## config.mk

```make
export PLATFORM = sky130hd
export DESIGN_NAME = ctrl_seq
export DESIGN_NICKNAME = d
export VERILOG_FILES = /design/src/rtl/ctrl_seq.sv
export SDC_FILE = /design/constraint.sdc
export NUM_CORES = 1
export LEC_CHECK = 0
export BUFFER_PORTS_ARGS = -buffer_cell sky130_fd_sc_hd__buf_4
export CORE_MARGIN = 1
export CORE_UTILIZATION = 49
export DETAILED_ROUTE_END_ITERATION = 16
export PLACE_DENSITY = 0.95
export SETUP_SLACK_MARGIN = 0.2
export SYNTH_ARGS = -nofsm -noshare
export SYNTH_HDL_FRONTEND = slang
export SYNTH_SLANG_ARGS = --single-unit
```

## constraint.sdc

```tcl
create_clock -name Clk -period 3.8 [get_ports Clk]
set_input_delay 0.19 -clock Clk [delete_from_list [all_inputs] [get_ports Clk]]
set_output_delay 0.19 -clock Clk [all_outputs]
set_load 0.005 [all_outputs]
```

## src/rtl/ctrl_seq.sv

```systemverilog
// Sequenced control unit for the 9-bit accumulator ISA: decode, run/stall/done FSM,
// data-memory load stall and a saturating retired-instruction counter.
package ctrl_seq_pkg;
  typedef enum logic [3:0] {NOP, ADD, SUB, AND, XOR, LSH, RXOR, CLB} op_mne;
endpackage

module ctrl_seq
  import ctrl_seq_pkg::*;
#(
  parameter int W        = 8,
  parameter int T        = 10,
  parameter int MEM_LAT  = 1,
  parameter int LINK_REG = 14,
  parameter int CNT_W    = 16
) (
  input  logic             Clk,
  input  logic             Reset,
  input  logic             Start,
  input  logic [8:0]       Instruction,
  input  logic [W-1:0]     ALU_Out,
  input  logic [W-1:0]     RegOutA,
  input  logic [W-1:0]     RegOutB,
  input  logic [T-1:0]     ProgCtr_p1,
  input  logic [W-1:0]     mem_out,
  output op_mne            ALU_OP,
  output logic [W-1:0]     ALU_A,
  output logic [W-1:0]     ALU_B,
  output logic [3:0]       RaddrA,
  output logic [3:0]       RaddrB,
  output logic [3:0]       Waddr,
  output logic [W-1:0]     RegInput,
  output logic             RegWrite,
  output logic             write_mem,
  output logic             PC_en,
  output logic             BranchTaken,
  output logic             Busy,
  output logic             Done,
  output logic [CNT_W-1:0] InstrCount
);

  typedef enum logic [1:0] {S_IDLE, S_RUN, S_MEM_WAIT, S_DONE} state_e;

  state_e            state_q, state_d;
  logic [3:0]        wait_q, wait_d;
  logic [3:0]        ldw_reg_q, ldw_reg_d;
  logic              done_q, done_d;
  logic [CNT_W-1:0]  count_q, count_d;
  logic              retire;

  logic [3:0] opcode;
  logic [3:0] operand;
  logic       wait_last;

  assign opcode    = Instruction[7:4];
  assign operand   = Instruction[3:0];
  assign wait_last = (wait_q <= 4'd1);

  always_ff @(posedge Clk) begin
    if (Reset) begin
      state_q   <= S_IDLE;
      wait_q    <= '0;
      ldw_reg_q <= '0;
      done_q    <= 1'b0;
      count_q   <= '0;
    end else begin
      state_q   <= state_d;
      wait_q    <= wait_d;
      ldw_reg_q <= ldw_reg_d;
      done_q    <= done_d;
      count_q   <= count_d;
    end
  end

  always_comb begin
    state_d   = state_q;
    wait_d    = wait_q;
    ldw_reg_d = ldw_reg_q;
    unique case (state_q)
      S_IDLE: if (Start) state_d = S_RUN;
      S_RUN: begin
        if (!Instruction[8]) begin
          if (opcode == 4'h2 && MEM_LAT != 0) begin
            state_d   = S_MEM_WAIT;
            wait_d    = 4'(MEM_LAT);
            ldw_reg_d = operand;
          end else if (opcode == 4'hB) begin
            state_d = S_DONE;
          end
        end
      end
      S_MEM_WAIT: begin
        wait_d = wait_q - 4'd1;
        if (wait_last) state_d = S_RUN;
      end
      S_DONE: if (!Start) state_d = S_IDLE;
      default: state_d = S_IDLE;
    endcase
  end

  always_comb begin
    ALU_OP      = NOP;
    ALU_A       = RegOutA;
    ALU_B       = RegOutB;
    RegInput    = ALU_Out;
    RaddrA      = '0;
    RaddrB      = '0;
    Waddr       = '0;
    RegWrite    = 1'b0;
    write_mem   = 1'b0;
    PC_en       = 1'b0;
    BranchTaken = 1'b0;
    retire      = 1'b0;
    unique case (state_q)
      S_RUN: begin
        PC_en    = 1'b1;
        RegWrite = 1'b1;
        if (Instruction[8]) begin
          ALU_A = W'(Instruction[7:0]);
        end else begin
          case (opcode)
            4'h0: Waddr = operand;
            4'h1: RaddrA = operand;
            4'h2: begin
              RaddrA   = operand;
              RegInput = mem_out;
              if (MEM_LAT != 0) begin
                RegWrite = 1'b0;
                PC_en    = 1'b0;
              end
            end
            4'h3: begin
              RaddrA    = operand;
              RegWrite  = 1'b0;
              write_mem = 1'b1;
            end
            4'h4: begin
              RaddrA = operand;
              Waddr  = operand;
              if (operand >= 4'd8 && operand <= 4'd10) begin
                ALU_OP = SUB;
                ALU_B  = W'(1);
              end else if (operand >= 4'd11 && operand <= 4'd13) begin
                ALU_OP = ADD;
                ALU_B  = W'(1);
              end
            end
            4'h5: begin
              ALU_OP = CLB;
              RaddrA = operand;
              Waddr  = operand;
            end
            4'h6: begin ALU_OP = ADD;  RaddrA = operand; end
            4'h7: begin ALU_OP = AND;  RaddrA = operand; end
            4'h8: begin ALU_OP = LSH;  ALU_A = W'(Instruction[2:0]); end
            4'h9: begin ALU_OP = RXOR; RaddrA = operand; end
            4'hA: begin ALU_OP = XOR;  RaddrA = operand; end
            // DNE retires even though the PC is frozen from here on.
            4'hB: begin
              RegWrite = 1'b0;
              PC_en    = 1'b0;
              retire   = 1'b1;
            end
            4'hC: begin RegWrite = 1'b0; RaddrA = operand; BranchTaken = (RegOutA != '0); end
            4'hD: begin RegWrite = 1'b0; RaddrA = operand; BranchTaken = (RegOutA == '0); end
            4'hE: begin RegWrite = 1'b0; RaddrA = operand; BranchTaken = 1'b1; end
            4'hF: begin
              RaddrA      = operand;
              Waddr       = 4'(LINK_REG);
              RegInput    = W'(ProgCtr_p1);
              BranchTaken = 1'b1;
            end
          endcase
        end
      end
      S_MEM_WAIT: begin
        RaddrA   = ldw_reg_q;
        RegInput = mem_out;
        if (wait_last) begin
          RegWrite = 1'b1;
          PC_en    = 1'b1;
        end
      end
      default: ;
    endcase
    retire = retire | PC_en;
  end

  always_comb begin
    done_d  = (state_d == S_DONE);
    count_d = count_q;
    if (retire && count_q != '1) count_d = count_q + CNT_W'(1);
  end

  assign Busy       = (state_q == S_RUN) || (state_q == S_MEM_WAIT);
  assign Done       = done_q;
  assign InstrCount = count_q;

endmodule

```

==> run metrics <==
outcome finished, final reports clean; pwr dens 220 nW/um2; largest net degree at the start of global routing 32; Internal Power 0.469 mW; CTS max path bufs 2; Finish-stage setup viols 0; CTS Sinks 27; IR drop worst, VDD 0.000201 V; Comb power frac between 30% and 40%; Leakage 1.34 nW; first-pass GRT wire length 9.73 mm; Worst EP arrival between 2 and 3 ns; Clk Latency, worst-skew pair ~0.28 ns; Cells after Synth 279; Die ar. ~4700 um2; CTS tree done; IO Port Bufs ~110; share of layout cells above drive strength 1 34.3%; Initial Utilization 52.7%; Finished Layout Cells around 430; CP Launch Type flop; # hold bufs at CTS 0; worst slew pin tran 0.590 ns; switching power of the nets 0.195 mW; wire length per cell 14.5 um; final instance area between 3000 and 4000 um2; Req. time, crit path 3.61 ns; GPL Wtd Cong about 0.93; worst-path maximum fanout 14; GRT Residual Overflow 0; Slew HR 60.4%; Final period util 73.1%; reg2reg path depth 6; Worst Setup End Kind output pin; Hold Path Class in2reg; via count 2468; synthesized cell area 2180 um2; initial antenna violation count 0; #FFs+latches synth 27; Clock Power Share 24.8%; post-DP HPWL 4.66 mm; Antenna Nets Post-Route 0; gr usage total 26.9%; diode count 0; commonest non-fill, non-tap cell in the layout buf_4; # Post-CTS Setup Buffers 0; register area share after synthesis 24.7%; RSZ-0062 raised after global routing no; DRC violations left 0; synth unique cells 52; clk_skew ~0.0026 ns; hold depth 3; Layout Area Growth over Synthesis 38.4%; YS warnings 0; PostCTS Resize Cnt 0; DP Area 2980 um2; max-slew violations 0; vias in the first global route 2177; site row count 23; MaxCap Viol Count 0; commonest non-fill, non-tap cells in the layout 108 x buf_4, 32 x nor2_1, 27 x dfxtp_1; switching fraction of total power 29.3%; Die H 68.8 um; clk root buf clkbuf_8; Ports roughly 120; Clock transition at path regs 0.09 ns; Cells after DPL 422; Std-Cell Core Area 4140 um2; TritonCTS Buffers 3; Pre-antenna DRT Iters 4; Reg power frac 43.6%; die span in x around 69 um; Pwr Total 0.664 mW; # H-tree levels 1; maximum achievable frequency 0.360 GHz; setup TNS 0 ns; DRT iter0 DRCs 203; via-per-instance ratio 5.79; Final Hold Viols 0; WL final 6.19 mm; nets@finish 438; Critical Setup Path Class reg2out; Tmin final around 2.8 ns; post-synthesis area per instance 7.83 um2
through the flow:
| stage | hold WS (ns) | util (%) | setup WS (ns) |
|---|---|---|---|
| after floorplan | 0.334 | - | 1.91 |
| after global placement | 0.466 | 71.8 | 1.46 |
| after detailed placement | 0.474 | 71.8 | 1.35 |
| after CTS | 0.211 | 72.9 | 1.05 |
| after global routing | 0.212 | 72.9 | 0.847 |
| final | 0.215 | 72.9 | 1.02 |
cell type report:
cell class | instances | area, um2
Tap cell | 50 | 62.6
Clock inverter | 1 | 5.00
Inverter | 9 | 33.8
Sequential cell | 27 | 541
Multi-Input combinational cell | 228 | 1530
Clock buffer | 3 | 41.3
Timing Repair Buffer | 108 | 811
Fill cell | 343 | 1120
critical path, stage by stage (launching register included):
cell	delay [ns]
dfxtp_1	0.34
inv_1	0.11
ha_1	0.46
inv_1	0.14
nor2_1	0.29
nand2_1	0.11
nor3_2	0.39
a22o_1	0.22
a22o_1	0.14
buf_4	0.11
registers in the layout, indices dropped and copies added (netlist names):
register	count
state_q	2
ldw_reg_q	4
wait_q	4
Done	1
InstrCount	16
cells by family after synthesis:
logic type | after synthesis | synth area share [%]
XOR/XNOR | 9 | 3.61
AO/OA/AOI/OAI | 78 | 28.6
buffers and inverters | 28 | 5.96
multiplexers | 13 | 6.36
adder cells (fa/ha/maj) | 7 | 4.01
AND/OR/NAND/NOR | 116 | 26.5
flip-flops | 27 | 24.7
other | 1 | 0.172
layer usage:
layer / global-route usage (%) / vias to the layer above / wire length (um)
met1: 32.9 / 1165 / 2570
met2: 48.0 / 90 / 3110
met4: 7.91 / 0 / 115
met3: 4.11 / 12 / 393
li1: - / 1201 / -
met5: 0 / - / 0
power by group through the flow:
stage / clock network (mW) / logic [mW] / registers, mW
floorplan: 0 / 0.109 / 0.295
global placement: 0 / 0.203 / 0.296
detailed placement: 0 / 0.208 / 0.296
CTS: 0.169 / 0.209 / 0.289
global route: 0.184 / 0.230 / 0.290
finish: 0.165 / 0.210 / 0.289
worst paths after layout:
check                 start       endpoint  slack [ns]
max              state_q[1]    RegInput[4]        1.02
min          Instruction[0]   ldw_reg_q[0]        0.22
max reg2reg      state_q[1]  InstrCount[7]        1.37
min reg2reg       wait_q[3]      wait_q[3]        0.50
synthesized netlist by cell type (all sizes together):
cell,number,share of area [%]
nand3b,1,0.34
a31oi,5,1.7
a22oi,5,1.7
and4,1,0.40
and2,9,2.6
dfxtp,27,25
buf,8,2.5
nor4,3,0.86
and3b,1,0.40
a221o,1,0.46
o2111a,1,0.52
a211oi,7,2.6
conb,1,0.17
nand2b,5,1.4
a22o,17,6.8
o21a,2,0.69
a32o,5,2.3
mux2i,6,2.7
a21bo,1,0.46
a31o,1,0.40
a2111oi,1,1.3
nand2,25,4.3
nor2,33,5.8
ha,7,4.0
mux2,7,3.6
nand4,4,1.4
o211a,1,0.46
a21o,1,0.34
a21boi,1,0.34
nand3,11,2.5
xor2,1,0.40
nor2b,12,3.4
clkbuf,11,1.9
a21oi,17,4.6
a2bb2oi,1,0.40
and3,5,1.4
xnor2,8,3.2
nor3,6,1.6
o21ai,8,2.3
inv,9,1.5
a311oi,3,1.2
Note: power is estimated with default switching activity, not from simulation.
